### src/rtl/instr_fetch_pkg.sv
// Shared types for the instruction fetch stage:
// fetch FSM states, queue sizing defaults and the queue entry layout.
package instr_fetch_pkg;

  localparam int IQ_DEPTH_DEF  = 8;
  localparam int IQ_ADDR_W_DEF = 3;

  typedef enum logic [1:0] {
    IDLE = 2'd0,
    REQ  = 2'd1,
    GAP  = 2'd2
  } fetch_state_e;

  typedef struct packed {
    logic [31:0] pc;
    logic [31:0] instr;
  } iq_entry_t;

endpackage

### src/rtl/fetch_iq_fifo.sv
// Circular instruction queue with push, pop, flush and occupancy count.
// Storage is not reset; consumers mask the head while empty.
module fetch_iq_fifo
  import instr_fetch_pkg::*;
#(
  parameter int DEPTH = IQ_DEPTH_DEF,
  parameter int AW    = IQ_ADDR_W_DEF
) (
  input  logic          clk,
  input  logic          rst_n,
  input  logic          en,
  input  logic          clear,
  input  logic          push,
  input  logic          pop,
  input  iq_entry_t     wdata,
  output iq_entry_t     head,
  output logic [AW:0]   count
);

  localparam logic [AW:0] FULL = (AW+1)'(DEPTH);

  iq_entry_t      mem [DEPTH];
  logic [AW-1:0]  rd_ptr;
  logic [AW-1:0]  wr_ptr;
  logic           do_push;
  logic           do_pop;

  assign do_push = push && (count != FULL);
  assign do_pop  = pop && (count != '0);
  assign head    = mem[rd_ptr];

  always_ff @(posedge clk or negedge rst_n) begin
    if (!rst_n) begin
      rd_ptr <= '0;
      wr_ptr <= '0;
      count  <= '0;
    end else if (en) begin
      if (clear) begin
        rd_ptr <= '0;
        wr_ptr <= '0;
        count  <= '0;
      end else begin
        if (do_push) wr_ptr <= wr_ptr + 1'b1;
        if (do_pop)  rd_ptr <= rd_ptr + 1'b1;
        count <= count + (AW+1)'(do_push)
                       - (AW+1)'(do_pop);
      end
    end
  end

  always_ff @(posedge clk) begin
    if (en && !clear && do_push)
      mem[wr_ptr] <= wdata;
  end

endmodule

### src/rtl/instr_fetch.sv
// Fetch stage: PC register, one-outstanding fetch FSM towards the
// memory controller, and an instruction queue feeding decode.
module instr_fetch
  import instr_fetch_pkg::*;
#(
  parameter int          IQ_DEPTH  = IQ_DEPTH_DEF,
  parameter int          IQ_ADDR_W = IQ_ADDR_W_DEF,
  parameter logic [31:0] RESET_PC  = 32'h0
) (
  input  logic        clk_in,
  input  logic        rst_in,
  input  logic        rdy_in,
  output logic        if_read_or_not,
  output logic [31:0] intru_addr,
  input  logic        if_load_done,
  input  logic [31:0] mem_ctrl_instru_to_if,
  input  logic        jump_en,
  input  logic [31:0] jump_pc,
  output logic        iq_valid,
  output logic [31:0] iq_instr,
  output logic [31:0] iq_pc,
  input  logic        iq_pop
);

  localparam logic [IQ_ADDR_W:0] FULL = (IQ_ADDR_W+1)'(IQ_DEPTH);

  fetch_state_e         state;
  fetch_state_e         state_nxt;
  logic [31:0]          pc;
  logic [31:0]          pc_nxt;
  logic [IQ_ADDR_W:0]   count;
  logic [IQ_ADDR_W:0]   cnt_after;
  logic                 push;
  logic                 pop;
  iq_entry_t            head;
  iq_entry_t            wdata;

  assign push = !jump_en && (state == REQ)
                && if_load_done;
  assign pop  = !jump_en && iq_pop && iq_valid;

  assign cnt_after = count + (IQ_ADDR_W+1)'(push)
                           - (IQ_ADDR_W+1)'(pop);

  assign wdata.pc    = pc;
  assign wdata.instr = mem_ctrl_instru_to_if;

  always_comb begin
    state_nxt = state;
    pc_nxt    = pc;
    if (jump_en) begin
      pc_nxt    = jump_pc;
      state_nxt = GAP;
    end else begin
      unique case (state)
        IDLE: if (count < FULL) state_nxt = REQ;
        REQ: begin
          if (if_load_done) begin
            pc_nxt    = pc + 32'd4;
            state_nxt = GAP;
          end
        end
        GAP: state_nxt = (cnt_after < FULL) ? REQ : IDLE;
        default: state_nxt = IDLE;
      endcase
    end
  end

  always_ff @(posedge clk_in or negedge rst_in) begin
    if (!rst_in) begin
      state <= IDLE;
      pc    <= RESET_PC;
    end else if (rdy_in) begin
      state <= state_nxt;
      pc    <= pc_nxt;
    end
  end

  fetch_iq_fifo #(
    .DEPTH (IQ_DEPTH),
    .AW    (IQ_ADDR_W)
  ) u_iq (
    .clk   (clk_in),
    .rst_n (rst_in),
    .en    (rdy_in),
    .clear (jump_en),
    .push  (push),
    .pop   (pop),
    .wdata (wdata),
    .head  (head),
    .count (count)
  );

  assign if_read_or_not = (state == REQ);
  assign intru_addr     = pc;
  assign iq_valid       = (count != '0);
  assign iq_instr       = iq_valid ? head.instr : 32'h0;
  assign iq_pc          = iq_valid ? head.pc : 32'h0;

endmodule
### config.mk
export PLATFORM = sky130hd
export DESIGN_NAME = instr_fetch
export DESIGN_NICKNAME = d
export VERILOG_FILES = /design/src/rtl/instr_fetch_pkg.sv /design/src/rtl/fetch_iq_fifo.sv /design/src/rtl/instr_fetch.sv
export SDC_FILE = /design/constraint.sdc
export NUM_CORES = 1
export LEC_CHECK = 0
export CORE_MARGIN = 2
export CORE_UTILIZATION = 58
export CTS_CLUSTER_DIAMETER = 30
export DETAILED_ROUTE_END_ITERATION = 8
export PLACE_DENSITY = 0.79
export RECOVER_POWER = 100
export SETUP_SLACK_MARGIN = 0.2
export SYNTH_ARGS = -nofsm -noshare
export SYNTH_HDL_FRONTEND = slang
export SYNTH_SLANG_ARGS = --single-unit
### constraint.sdc
create_clock -name clk_in -period 10.05 [get_ports clk_in]
set_input_delay 2.01 -clock clk_in [delete_from_list [all_inputs] [get_ports clk_in]]
set_output_delay 2.01 -clock clk_in [all_outputs]
set_load 0.005 [all_outputs]
==> impl_metrics.prom <==
# TYPE chip_impl_metric gauge
chip_impl_metric{name="placementRows",unit=""} 71
chip_impl_metric{name="fin_cells",unit=""} 2022
chip_impl_metric{name="dieArea",unit="um^2"} 39700
chip_impl_metric{name="first_pass_iters",unit=""} 5
chip_impl_metric{name="timing.reg2reg.setup_slack",unit="ns"} 4.45
chip_impl_metric{name="synthesized_area_per_cell",unit="um^2"} 18.3
chip_impl_info{name="clockRootBuffer",value="clkbuf_16"} 1
chip_impl_metric{name="drive_gt1_share",unit="%"} 20.6
chip_impl_info{name="worst_path_dominant_cell_family",value="buffers and inverters"} 1
chip_impl_metric{name="place_inst",unit=""} 1841
chip_impl_metric{name="power_switching_share",unit="%"} 27.4
chip_impl_metric{name="minimum_period_implied_by_the_final_worst_setup_slack",unit="ns"} 7.38
chip_impl_metric{name="cp_max_fo",unit=""} 52
chip_impl_metric{name="grt_util_all_layers",unit="%"} 27.6
chip_impl_metric{name="route.detailed.wl_per_inst",unit="um"} 25.9
chip_impl_metric{name="cts_resized",unit=""} 0
chip_impl_metric{name="worst_ep_arrival_time",unit="ns"} 5.37
chip_impl_metric{name="total_grt_overflow",unit=""} 0
chip_impl_metric{name="report.final.hold_viol_count",unit=""} 0
chip_impl_metric{name="vdd_drop_max",unit="uV"} 213
chip_impl_metric{name="synthesis.area",unit="um^2"} 22100
chip_impl_metric{name="synth-seq-cells",unit=""} 556
chip_impl_metric{name="setup-tns-final",unit="ns"} 0
chip_impl_metric{name="combinationalPowerShare",unit="%"} 20.4
chip_impl_metric{name="post_drt_via_cell_ratio",unit=""} 6.27
chip_impl_metric{name="core_region_area",unit="um^2"} 37600
chip_impl_metric{name="timing.max_slew.rel_slack",unit="%"} -204
chip_impl_metric{name="clock.fmax",unit="GHz"} 0.136
chip_impl_metric{name="total_via_count_after_detailed_routing",unit=""} 12700
chip_impl_metric{name="worstMarginPinSlew",unit="ns"} 4.56
chip_impl_metric{name="hpwl",unit="um"} 25200
chip_impl_info{name="tritoncts",value="done"} 1
chip_impl_metric{name="clk_pin_slew_worst_paths",unit="ns"} 0.05
chip_impl_metric{name="routabilityCongestion",unit=""} 0.837
chip_impl_metric{name="floorplan.die.height",unit="um"} 199
chip_impl_metric{name="report.final.slew_viol_count",unit=""} 677
chip_impl_metric{name="number_of_flops_mapped_to_enable_cells_by_yosys",unit=""} 512
chip_impl_metric{name="route.detailed.drc",unit=""} 0
chip_impl_info{name="path_class",value="reg -> out"} 1
chip_impl_info{name="crit_path_top_delay_cell",value="clkbuf_1"} 1
chip_impl_metric{name="grt_max_degree",unit=""} 117
chip_impl_metric{name="cell_internal_pwr",unit="uW"} 5460
chip_impl_info{name="crit_chain",value="inv_1 > clkbuf_1 > nand2_1 > a21oi_1 > dlygate4sd3_1"} 1
chip_impl_metric{name="reg2regPathDepth",unit=""} 5
chip_impl_metric{name="synth.yosys.seq_area_share",unit="%"} 74.6
chip_impl_metric{name="path_buf_inv",unit=""} 3
chip_impl_info{name="critical_path.reg2reg.startpoint",value="state[1]"} 1
chip_impl_metric{name="wl",unit="um"} 52400
chip_impl_metric{name="cts-htree-levels",unit=""} 3
chip_impl_info{name="rsz0062_at_grt",value="no"} 1
chip_impl_metric{name="start_util",unit="%"} 58.8
chip_impl_info{name="timing.rr.end",value="u_iq.mem[4][26]"} 1
chip_impl_metric{name="async_reset_ff_share",unit="%"} 7.91
chip_impl_metric{name="route.antenna.remaining_nets",unit=""} 0
chip_impl_info{name="yosys_most_used_dff",value="edfxtp_1"} 1
chip_impl_metric{name="clkSinkCount",unit=""} 556
chip_impl_metric{name="clock_insertion_delay_worst_skew",unit="ns"} 0.63
chip_impl_metric{name="p_clk_share",unit="%"} 43.0
chip_impl_metric{name="synthToLayoutAreaGrowth",unit="%"} 24.6
chip_impl_metric{name="io_pins",unit=""} 168
chip_impl_metric{name="grt_pass1_wl",unit="um"} 80100
chip_impl_info{name="setup.worst_path.start",value="u_iq.rd_ptr[2]"} 1
chip_impl_metric{name="number_of_buffers_added_by_the_clock_tree_synthesis_step",unit=""} 95
chip_impl_metric{name="grt_antenna_before_repair",unit=""} 0
chip_impl_metric{name="yosys_warnings",unit=""} 0
chip_impl_metric{name="number_of_global_route_vias_before_repair",unit=""} 13200
chip_impl_metric{name="synth.net_count",unit=""} 1289
chip_impl_metric{name="final_nets",unit=""} 1507
chip_impl_info{name="min-delay-path-class",value="reg -> reg"} 1
chip_impl_metric{name="placement.io_buffers",unit=""} 167
chip_impl_metric{name="worst_ep_required_time",unit="ns"} 8.04
chip_impl_metric{name="post_cts_hold_buffer_count",unit=""} 0
chip_impl_metric{name="post-route-period-util",unit="%"} 73.4
chip_impl_metric{name="setup_violations",unit=""} 0
chip_impl_metric{name="worstSetupPathDepth",unit=""} 5
chip_impl_metric{name="die-width",unit="um"} 199
chip_impl_info{name="run_status",value="finished, violations left"} 1
chip_impl_info{name="failed_checks",value="capacitance limit, slew limit"} 1
chip_impl_metric{name="pwr_density_cell",unit="nW/um^2"} 273
chip_impl_metric{name="cts_max_path_buffers",unit=""} 3
chip_impl_info{name="cp-start-kind",value="register"} 1
chip_impl_info{name="worstSetupEndpoint",value="iq_pc[19]"} 1
chip_impl_metric{name="total_switching_power",unit="uW"} 2060
chip_impl_metric{name="cp_slowest_stage_delay",unit="ns"} 2.51
chip_impl_metric{name="initial_drc_count",unit=""} 1221
chip_impl_metric{name="ys_types",unit=""} 54
chip_impl_metric{name="power.sequential.fraction",unit="%"} 36.6
chip_impl_info{name="timing.critical_path.to_type",value="output pin"} 1
chip_impl_metric{name="drv.max_cap_violation_count",unit=""} 15
chip_impl_metric{name="postCtsSetupBuffers",unit=""} 0
chip_impl_metric{name="synthCells",unit=""} 1209
chip_impl_metric{name="p_leak",unit="uW"} 0.00925
chip_impl_metric{name="final_setup_skew",unit="ns"} 0.0294
Yosys cell counts (all sizes together), types with 2 or more instances:
master / instances / share of area [%]
edfxtp: 512 / 70
nand2: 164 / 2.8
mux4: 128 / 13
a21oi: 86 / 1.9
dfrtp: 44 / 5.0
clkbuf: 38 / 0.65
buf: 31 / 0.66
o21ai: 22 / 0.50
nand3: 20 / 0.48
nor2: 20 / 0.35
mux2i: 17 / 0.77
o22ai: 16 / 0.45
inv: 14 / 0.24
nor3: 13 / 0.32
a22oi: 12 / 0.41
nand4: 10 / 0.31
ha: 9 / 0.51
and3: 6 / 0.17
nor4: 5 / 0.21
and4: 4 / 0.16
a311oi: 3 / 0.12
a31oi: 3 / 0.085
and2: 3 / 0.085
nand2b: 3 / 0.085
nor3b: 3 / 0.10
a21o: 2 / 0.068
o31ai: 2 / 0.068
or4: 2 / 0.068
xnor2: 2 / 0.079
how the worst min path moves through the flow:
stage / startpoint / end / slack [ns] / cells past startpoint
2_1_floorplan: state[1] / state[0] / 0.50 / 1
3_3_place_gp: state[1] / state[0] / 0.53 / 1
3_5_place_dp: state[1] / state[0] / 0.54 / 1
4_1_cts: state[1] / state[0] / 0.56 / 1
5_1_grt: state[1] / state[0] / 0.59 / 1
6_report: state[1] / state[0] / 0.57 / 1
flip-flops by register name, summed over array words and instances (netlist names):
register,flops
u_iq.mem,512
state,2
intru_addr,32
u_iq.count,4
u_iq.rd_ptr,3
u_iq.wr_ptr,3
placed cells by master, fill, tap and decap left out, types with 4 or more instances in the layout:
cell             count
inv_6                9
dfrtp_1             41
nor2_1              17
nor3_1              12
and4_1               4
o22ai_1             16
clkbuf_16           97
mux4_2             128
ha_1                 9
mux2i_1             17
clkinvlp_4          18
edfxtp_1           512
buf_4                5
clkbuf_1            23
nand3_1             19
a21oi_1             86
and3_1               6
clkinv_2            11
bufinv_16           11
clkinv_4            14
clkinv_1            12
inv_1               13
nand4_1              9
nor4_1               4
nand2_1            164
o21ai_0             22
clkdlybuf4s50_1     36
a22oi_1             12
dlygate4sd3_1      130
final cells by class:
type / instances / area [um^2]
Sequential cell: 556 / 16500
Timing Repair Buffer: 190 / 1790
Tap cell: 511 / 639
Fill cell: 2159 / 10100
Antenna cell: 1 / 2.50
Clock buffer: 102 / 2450
Inverter: 14 / 52.6
Clock inverter: 78 / 833
Multi-Input combinational cell: 570 / 5280
per-layer routing:
| layer | up-vias | share of wire [%] | global-route usage [%] |
|---|---|---|---|
| li1 | 5316 | - | - |
| met1 | 6560 | 39 | 37.9 |
| met2 | 712 | 51 | 45.4 |
| met3 | 100 | 8.1 | 4.84 |
| met4 | 0 | 2.3 | 10.1 |
| met5 | - | 0 | 0 |
power groups by stage:
stage / Sequential [uW] / Combinational, uW / Clock, uW
after floorplan: 2730 / 924 / 0
after global placement: 2790 / 1580 / 0
after detailed placement: 2790 / 1590 / 0
after CTS: 2750 / 1630 / 3260
after global routing: 2770 / 1660 / 3370
final: 2750 / 1540 / 3230
kinds of logic after synthesis:
group / share of synthesized area [%]
buf+inv: 1.55
flops: 74.6
compound gates: 4.01
simple gates: 5.28
mux: 13.9
fa+ha+maj: 0.600
xor+xnor: 0.119
per-stage QoR:
stage                     instance area, um^2  utilization, %  hold WS (ns)  total power (uW)  setup slack [ns]
after global placement                  24400            64.8         0.530              4370              4.47
final                                   27500            73.2         0.567              7520              2.67
after floorplan                         22100               -         0.499              3650             0.545
after detailed placement                24400            64.8         0.544              4390              4.38
after CTS                               27600            73.5         0.565              7640              4.00
after global routing                    27500            73.2         0.590              7800              2.42
(Power assumes the default switching activity.)
